`src/rtl/oam_eval_seq.sv`:
```
// Sprite evaluation sequencer: clears secondary OAM, scans 64 primary OAM entries, copies up to 8 in-range sprites.
// Optional OAM_EVAL_OVF_BUG_EN reproduces the diagonal (n++, m++) overflow scan of the original hardware.
module oam_eval_seq (
    input  logic       PCLK,
    input  logic       RES,
    input  logic       CLR_START,
    input  logic       EVAL_START,
    input  logic       EVAL,
    input  logic       CLR_OV,
    input  logic [7:0] V_LINE,
    input  logic       OBJ_H16,
    input  logic [7:0] OAM_DI,
    output logic [7:0] OAM_A,
    output logic [4:0] OAM2_A,
    output logic [7:0] OAM2_DO,
    output logic       OAM2_WE,
    output logic [3:0] SPR_CNT,
    output logic       SPR_OV,
    output logic       SPR0_EV,
    output logic       DONE
);

    typedef enum logic [3:0] {
        IDLE, CLEAR, Y_RD, Y_CMP, CP_RD, CP_WR, OV_RD, OV_CMP, FIN
    } state_t;

    state_t     state, state_nxt;
    logic [5:0] n, n_nxt;
    logic [1:0] m, m_nxt;
    logic [4:0] clr_idx, clr_idx_nxt;
    logic [3:0] spr_cnt, spr_cnt_nxt, cnt_inc;
    logic       spr_ov, spr_ov_nxt;
    logic       spr0_ev, spr0_ev_nxt;
    logic       done, done_nxt;

    logic [8:0] diff;
    logic       in_range;
    logic       in_eval;

    // Borrow out of the 9-bit subtract means the sprite starts below this line.
    assign diff     = {1'b0, V_LINE} - {1'b0, OAM_DI};
    assign in_range = !diff[8] && (diff[7:0] < (OBJ_H16 ? 8'd16 : 8'd8));
    assign in_eval  = (state == Y_RD) || (state == Y_CMP) || (state == CP_RD) ||
                      (state == CP_WR) || (state == OV_RD) || (state == OV_CMP);
    assign cnt_inc  = spr_cnt + 4'd1;

    // NOTE: sequential state uses non-blocking assignments only, so every register samples pre-edge values.
    always_ff @(posedge PCLK) begin
        if (RES) begin
            state   <= IDLE;
            n       <= '0;
            m       <= '0;
            clr_idx <= '0;
            spr_cnt <= '0;
            spr_ov  <= 1'b0;
            spr0_ev <= 1'b0;
            done    <= 1'b0;
        end else begin
            state   <= state_nxt;
            n       <= n_nxt;
            m       <= m_nxt;
            clr_idx <= clr_idx_nxt;
            spr_cnt <= spr_cnt_nxt;
            spr_ov  <= spr_ov_nxt;
            spr0_ev <= spr0_ev_nxt;
            done    <= done_nxt;
        end
    end

    // NOTE: every signal written here gets a default first, so no path leaves one unassigned (no latches).
    always_comb begin
        state_nxt   = state;
        n_nxt       = n;
        m_nxt       = m;
        clr_idx_nxt = clr_idx;
        spr_cnt_nxt = spr_cnt;
        spr_ov_nxt  = spr_ov;
        spr0_ev_nxt = spr0_ev;
        done_nxt    = done;
        OAM_A       = 8'h00;
        OAM2_A      = 5'd0;
        OAM2_DO     = 8'h00;
        OAM2_WE     = 1'b0;

        unique case (state)
            IDLE: ;
            CLEAR: begin
                OAM2_WE     = 1'b1;
                OAM2_DO     = 8'hFF;
                OAM2_A      = clr_idx;
                clr_idx_nxt = clr_idx + 5'd1;
                if (clr_idx == 5'd31) state_nxt = IDLE;
            end
            Y_RD: begin
                OAM_A     = {n, 2'b00};
                state_nxt = Y_CMP;
            end
            Y_CMP: begin
                // The Y byte lands in the next free slot whether or not the sprite hits.
                OAM2_WE = 1'b1;
                OAM2_A  = {spr_cnt[2:0], 2'b00};
                OAM2_DO = OAM_DI;
                if (in_range) begin
                    m_nxt     = 2'd1;
                    state_nxt = CP_RD;
                    if (n == 6'd0) spr0_ev_nxt = 1'b1;
                end else if (n == 6'd63) begin
                    state_nxt = FIN;
                end else begin
                    n_nxt     = n + 6'd1;
                    state_nxt = Y_RD;
                end
            end
            CP_RD: begin
                OAM_A     = {n, m};
                state_nxt = CP_WR;
            end
            CP_WR: begin
                OAM2_WE = 1'b1;
                OAM2_A  = {spr_cnt[2:0], m};
                OAM2_DO = OAM_DI;
                if (m != 2'd3) begin
                    m_nxt     = m + 2'd1;
                    state_nxt = CP_RD;
                end else begin
                    spr_cnt_nxt = cnt_inc;
                    m_nxt       = 2'd0;
                    if (n == 6'd63) begin
                        state_nxt = FIN;
                    end else begin
                        n_nxt     = n + 6'd1;
                        state_nxt = (cnt_inc == 4'd8) ? OV_RD : Y_RD;
                    end
                end
            end
            OV_RD: begin
                OAM_A     = {n, m};
                state_nxt = OV_CMP;
            end
            OV_CMP: begin
                if (in_range) begin
                    spr_ov_nxt = 1'b1;
                    state_nxt  = FIN;
                end else if (n == 6'd63) begin
                    state_nxt = FIN;
                end else begin
                    n_nxt     = n + 6'd1;
`ifdef OAM_EVAL_OVF_BUG_EN
                    m_nxt     = m + 2'd1;
`endif
                    state_nxt = OV_RD;
                end
            end
            FIN: ;
            default: state_nxt = IDLE;
        endcase

        // Dropping the window abandons the scan; results freeze at their pre-edge values.
        if (in_eval && !EVAL) begin
            state_nxt   = IDLE;
            spr_cnt_nxt = spr_cnt;
            spr_ov_nxt  = spr_ov;
            spr0_ev_nxt = spr0_ev;
        end

        if (state_nxt == FIN && state != FIN) done_nxt = 1'b1;

        if (EVAL_START) begin
            state_nxt   = Y_RD;
            n_nxt       = 6'd0;
            m_nxt       = 2'd0;
            spr_cnt_nxt = 4'd0;
            spr0_ev_nxt = 1'b0;
            done_nxt    = 1'b0;
        end

        if (CLR_START) begin
            state_nxt   = CLEAR;
            clr_idx_nxt = 5'd0;
        end

        if (CLR_OV) spr_ov_nxt = 1'b0;
    end

    assign SPR_CNT = spr_cnt;
    assign SPR_OV  = spr_ov;
    assign SPR0_EV = spr0_ev;
    assign DONE    = done;

endmodule

```
`config.mk`:
```
export PLATFORM = sky130hd
export DESIGN_NAME = oam_eval_seq
export DESIGN_NICKNAME = d
export VERILOG_FILES = /design/src/rtl/oam_eval_seq.sv
export SDC_FILE = /design/constraint.sdc
export NUM_CORES = 1
export LEC_CHECK = 0
export CORE_ASPECT_RATIO = 1.5
export CORE_MARGIN = 10
export CORE_UTILIZATION = 29
export DETAILED_ROUTE_END_ITERATION = 16
export MAX_ROUTING_LAYER = met4
export SLEW_MARGIN = 25
export SYNTH_ARGS = -nofsm -noshare
export SYNTH_HDL_FRONTEND = slang
export SYNTH_SLANG_ARGS = --single-unit
```
`constraint.sdc`:
```
create_clock -name PCLK -period 4.9 [get_ports PCLK]
set_clock_uncertainty 0.05 [all_clocks]
set_input_delay 0.49 -clock PCLK [delete_from_list [all_inputs] [get_ports PCLK]]
set_output_delay 0.49 -clock PCLK [all_outputs]
set_load 0.02 [all_outputs]
```
==> qor.yml, run 1 <==
sta:
  setup_violations: 0
  finalCritPeriodShare: 0.680
  clock.fmax_mhz: 300
  worstMarginPinSlew_ns: 0.618
  slew_headroom: 0.588
  fin_tns_setup_ns: 0
  min_period_ns: 3.33
  finalHoldViolCount: 0
  maxSlewViolCount: 0
  rsz0062_at_grt: "no"
clock_network:
  root_buffer: "clkbuf_8"
  clock_latency_ns: 0.27
  holdBufCountCts: 0
  post_cts_resized: 0
  postCtsSetupBuffers: 0
  clock_path_buffers: 2
  clk_pin_slew_ns: 0.09
  cts_buffers: 3
  cts_max_level: 1
  clock-sinks: 24
  cts_tree: "built"
synthesis:
  yosysTopAreaCellShare: 0.262
  synthSimpleGateAreaFrac: 0.284
  seq_area_frac_synth: 0.262
  synth.most_common_cell: "dfxtp_1"
  synthXorXnorAreaFrac: 0.0477
  yosys-top-cells-count: "dfxtp_1, nor2_1, inv_1"
  synth_area_leader_cell: "dfxtp_1"
  syn_nets: 271
  syn_area_sq_mm: 0.00183
  synth_top_flop_cell: "dfxtp_1"
  async_flop_share: 0
  ys_types: 50
  synth_top_family_by_area: "simple AND/OR/NAND/NOR gates"
  synthAdderAreaFrac: 0.102
  ys_ff_latch: 24
  synth_compound_area_frac: 0.216
  avgSynthCellArea_sq_um: 7.87
  synth_top_cells_by_area: "dfxtp_1, ha_1, a21oi_1"
  synth_edf_count: 0
  syn_inst: 233
  synthMuxAreaShare: 0.0341
  yosysWarnings: 0
power:
  p_per_area_mw_per_mm2: 184
  finalPower_w: 0.000455
  p_leak_nw: 0.974
  ir_drop_mv: 0.108
critical_path:
  crit_chain: "clkdlybuf4s50_1, inv_1, ha_1, inv_1, o21ai_1, nand2_1, xnor2_1, ha_1, a221o_1, or3_4, a311o_1, a32o_1"
  worst_path_largest_cell_delay_ns: 0.48
  cp_max_fo: 4
  arrival_ns: 3.46
  worstPathRequired_ns: 5.02
  startpoint_type: "input port"
  end_kind: "flip-flop"
  r2r-start: "state[0]"
  r2r_slack_ns: 2.38
  slowest_stage: "clkdlybuf4s50_1"
  crit_path_start: "OAM_DI[1]"
  setup.worst_path.class: "input port to flip-flop"
floorplan:
  ioPinCount: 52
  core_area_sq_mm: 0.00613
  die_w_microns: 84.9
  start_util: 0.299
  rows: 35
  die_area_sq_mm: 0.00997
  die_height_microns: 117
hold_path:
  hp-class: "flip-flop to flip-flop"
  worstHoldStart: "DONE"
detailed_routing:
  vias: 1866
  wl_mm: 5.54
  wire_per_inst_microns: 15.6
  drc: 0
  drtPass1Iterations: 4
  ant_nets: 0
  viasPerCell: 5.27
  dr.first_iter.drc_count: 86
global_routing:
  track_usage: 0.114
  overflow: 0
  grt_max_degree: 19
  grt_pass1_vias: 1866
  grt_pass1_wl_mm: 9.25
  antenna_found_initial: 0
finish:
  syn_to_final_growth_pct: 34.7
  postLayoutCellArea_sq_mm: 0.00247
  fin_nets: 319
  num_antenna_cells: 0
  drive_gt1_frac: 0.0607
place:
  placed_area_sq_mm: 0.00241
  gp_congestion: 0.813
  io_buffers: 51
  hpwl_mm: 4.46
flow_run:
  drv_cap: 0
outcome:
  status: "completed"
[sequential cells by signal, indices dropped and copies added (netlist names)]
register and cells:
n 6, SPR0_EV 1, clr_idx 5, m 2, state 4, SPR_CNT 4
DONE 1, SPR_OV 1
[routing by layer]
layer,vias to the layer above,part of all wire,global-route usage
met5,-,0,-
met4,0,0.027,0.0537
met3,8,0.053,0.0215
met2,58,0.50,0.195
met1,861,0.42,0.123
li1,939,-,-
[power by group]
part | switching (W) | internal [W]
Clock | 0.0000665 | 0.0000720
Sequential | 0.00000367 | 0.000197
Combinational | 0.0000591 | 0.0000576
[final timing paths]
check              end  cells past startpoint
setup / recovery  DONE                     12
hold reg to reg   DONE                      1
setup reg to reg  n[3]                      6
hold / removal    DONE                      1
[cells in the final DEF, fill, tap and decap left out, types with 6 or more instances in the layout]
cell,instances
nand3_1,7
and3_1,7
dfxtp_1,24
a21oi_1,15
clkdlybuf4s50_1,51
ha_1,15
or3_1,8
o21ai_0,8
nand2_1,15
inv_1,16
a21o_1,8
nor3_1,6
nor2_1,20
[critical path: cells and delay by family]
kind	cells	cell delay [ns]
AO/OA/AOI/OAI	4	1.19
XOR/XNOR	1	0.14
adder cells (fa/ha/maj)	2	0.55
buffers and inverters	3	0.57
AND/OR/NAND/NOR	2	0.51
[stage by stage]
stage	hold slack [ns]	instances	setup slack (ns)	utilization
after CTS	0.462	354	1.57	0.403
after global placement	0.424	350	1.33	0.394
after detailed placement	0.434	350	1.28	0.394
final	0.455	354	1.57	0.403
after floorplan	0.425	233	1.95	-
after global routing	0.471	354	1.43	0.403
[layout make-up]
type / count / area (sq um)
Timing Repair Buffer: 53 / 526
Clock buffer: 4 / 55.1
Tap cell: 74 / 92.6
Inverter: 16 / 60.1
Fill cell: 665 / 3660
Multi-Input combinational cell: 183 / 1260
Sequential cell: 24 / 480
[cells by family (layout without fill, tap and decap cells)]
family | Yosys count | count (layout)
AND/OR/NAND/NOR | 94 | 94
flip-flops | 24 | 24
adder cells (fa/ha/maj) | 15 | 15
AO/OA/AOI/OAI | 58 | 58
buffers and inverters | 26 | 73
XOR/XNOR | 10 | 10
multiplexers | 6 | 6
Power figures use the tool's default switching activity.
==> run 2, diff against run 1 <==
==> constraint.sdc (replaced) <==
create_clock -name PCLK -period 3.1 [get_ports PCLK]
set_clock_uncertainty 0.05 [all_clocks]
set_input_delay 0.31 -clock PCLK [delete_from_list [all_inputs] [get_ports PCLK]]
set_output_delay 0.31 -clock PCLK [all_outputs]
set_load 0.02 [all_outputs]
==> qor.yml, run 2 (same netlist as run 1, synthesis figures left out) <==
global_routing:
  overflow: 0
  track_usage: 0.116
  antenna_found_initial: 0
  grt_max_degree: 19
  grt_pass1_wl_mm: 9.58
  grt_pass1_vias: 1900
floorplan:
  die_w_microns: 84.9
  die_area_sq_mm: 0.00997
  core_area_sq_mm: 0.00613
  rows: 35
  die_height_microns: 117
  start_util: 0.299
  ioPinCount: 52
clock_network:
  holdBufCountCts: 0
  clock-sinks: 24
  root_buffer: "clkbuf_8"
  cts_tree: "built"
  cts_max_level: 1
  cts_buffers: 3
  clk_pin_slew_ns: 0.09
  clock_path_buffers: 2
  clock_latency_ns: 0.27
detailed_routing:
  dr.first_iter.drc_count: 120
  wl_mm: 5.90
  drc: 0
  ant_nets: 0
  wire_per_inst_microns: 16.0
  viasPerCell: 5.23
  vias: 1925
  drtPass1Iterations: 4
place:
  gp_congestion: 0.808
  placed_area_sq_mm: 0.00251
  placed_cells: 363
  hpwl_mm: 4.62
  place_ws_ns: -0.246
  io_buffers: 51
critical_path:
  setup.worst_path.class: "input port to flip-flop"
  crit_family: "compound AO/OA/AOI/OAI gates"
  cp_max_fo: 2
  startpoint_type: "input port"
  crit_chain: "clkdlybuf4s50_1, inv_1, ha_2, o21ai_1, nand2b_1, nand2_2, xnor2_2, ha_1, a221o_1, or3_4, a311o_1, a32o_1"
  slowest_stage: "clkdlybuf4s50_1"
  end_kind: "flip-flop"
  worstPathRequired_ns: 3.22
  worst_path_largest_cell_delay_ns: 0.48
  arrival_ns: 3.12
  crit_buf_inv: 2
finish:
  regArea_sq_um: 480
  reg_top3: "n (6), clr_idx (5)"
  syn_to_final_growth_pct: 42.8
  layout_commonest_cell: "clkdlybuf4s50_1"
  mostFrequentLayoutCells: "clkdlybuf4s50_1, dfxtp_1, nor2_1, inv_1, buf_4"
  drive_gt1_frac: 0.129
  largest_register_ff_count: 6
  fin_cells: 368
  multi_input_area_sq_mm: 0.00131
  fin_nets: 334
  regMostFlops: "n"
  fillers: 642
  postLayoutCellArea_sq_mm: 0.00262
  num_antenna_cells: 0
sta:
  finalHoldViolCount: 0
  clock.fmax_mhz: 333
  slew_headroom: 0.603
  min_period_ns: 3.01
  setup_ws_ns: 0.0934
  worstMarginPinSlew_ns: 0.595
  finalCritPeriodShare: 0.970
  rsz0062_at_grt: "no"
  maxSlewViolCount: 0
  whs_ns: 0.464
  setup_violations: 0
power:
  p_per_area_mw_per_mm2: 277
  p_leak_nw: 1.06
  ir_drop_mv: 0.131
outcome:
  status: "completed"
hold_path:
  hp-class: "flip-flop to flip-flop"
flow_run:
  drv_cap: 0
-- run 2: tightest hold or removal path, stage by stage (launching register included) --
cell     delay, ns
dfxtp_1       0.35
a31oi_1       0.05
nor2_1        0.08
-- run 2: worst paths after layout --
check	endpoint	start	slack (ns)	depth (start not counted)
max	DONE	OAM_DI[2]	0.09	12
min	SPR0_EV	SPR0_EV	0.46	2
max reg2reg	n[3]	state[2]	0.79	6
min reg2reg	SPR0_EV	SPR0_EV	0.46	2
-- run 2: area by class of cell --
class,count,share of cell area
multi-input combinational,183,0.499
timing repair buffer,68,0.244
sequential,24,0.183
tap,74,0.0353
inverter,16,0.0229
clock buffer,3,0.0158
-- run 2: repair_timing --
item / CTS / global route
resized for setup: 0 / 11
setup buffers: 0 / 1
endpoints found under the setup margin: 0 / 8
-- run 2: through the flow --
step / utilization / total power (W) / setup TNS (ns)
CTS: 0.417 / 0.000713 / 0
floorplan: - / 0.000431 / 0
detailed placement: 0.410 / 0.000530 / -1.61
global route: 0.427 / 0.000766 / 0
global placement: 0.410 / 0.000528 / -1.04
finish: 0.427 / 0.000725 / 0
-- run 2: report_power, final --
group / total, W / switching [W] / leakage [nW] / internal, W
clock network: 0.000187 / 0.000100 / 0.0216 / 0.0000869
registers: 0.000313 / 0.00000267 / 0.194 / 0.000311
logic: 0.000225 / 0.000112 / 0.843 / 0.000113
-- run 2: per-layer routing --
| layer | track usage | wire (microns) | share of wire |
|---|---|---|---|
| met1 | 0.130 | 2500 | 0.42 |
| met5 | - | 0 | 0 |
| met3 | 0.0152 | 221 | 0.037 |
| met2 | 0.201 | 3060 | 0.52 |
| met4 | 0.0444 | 123 | 0.021 |
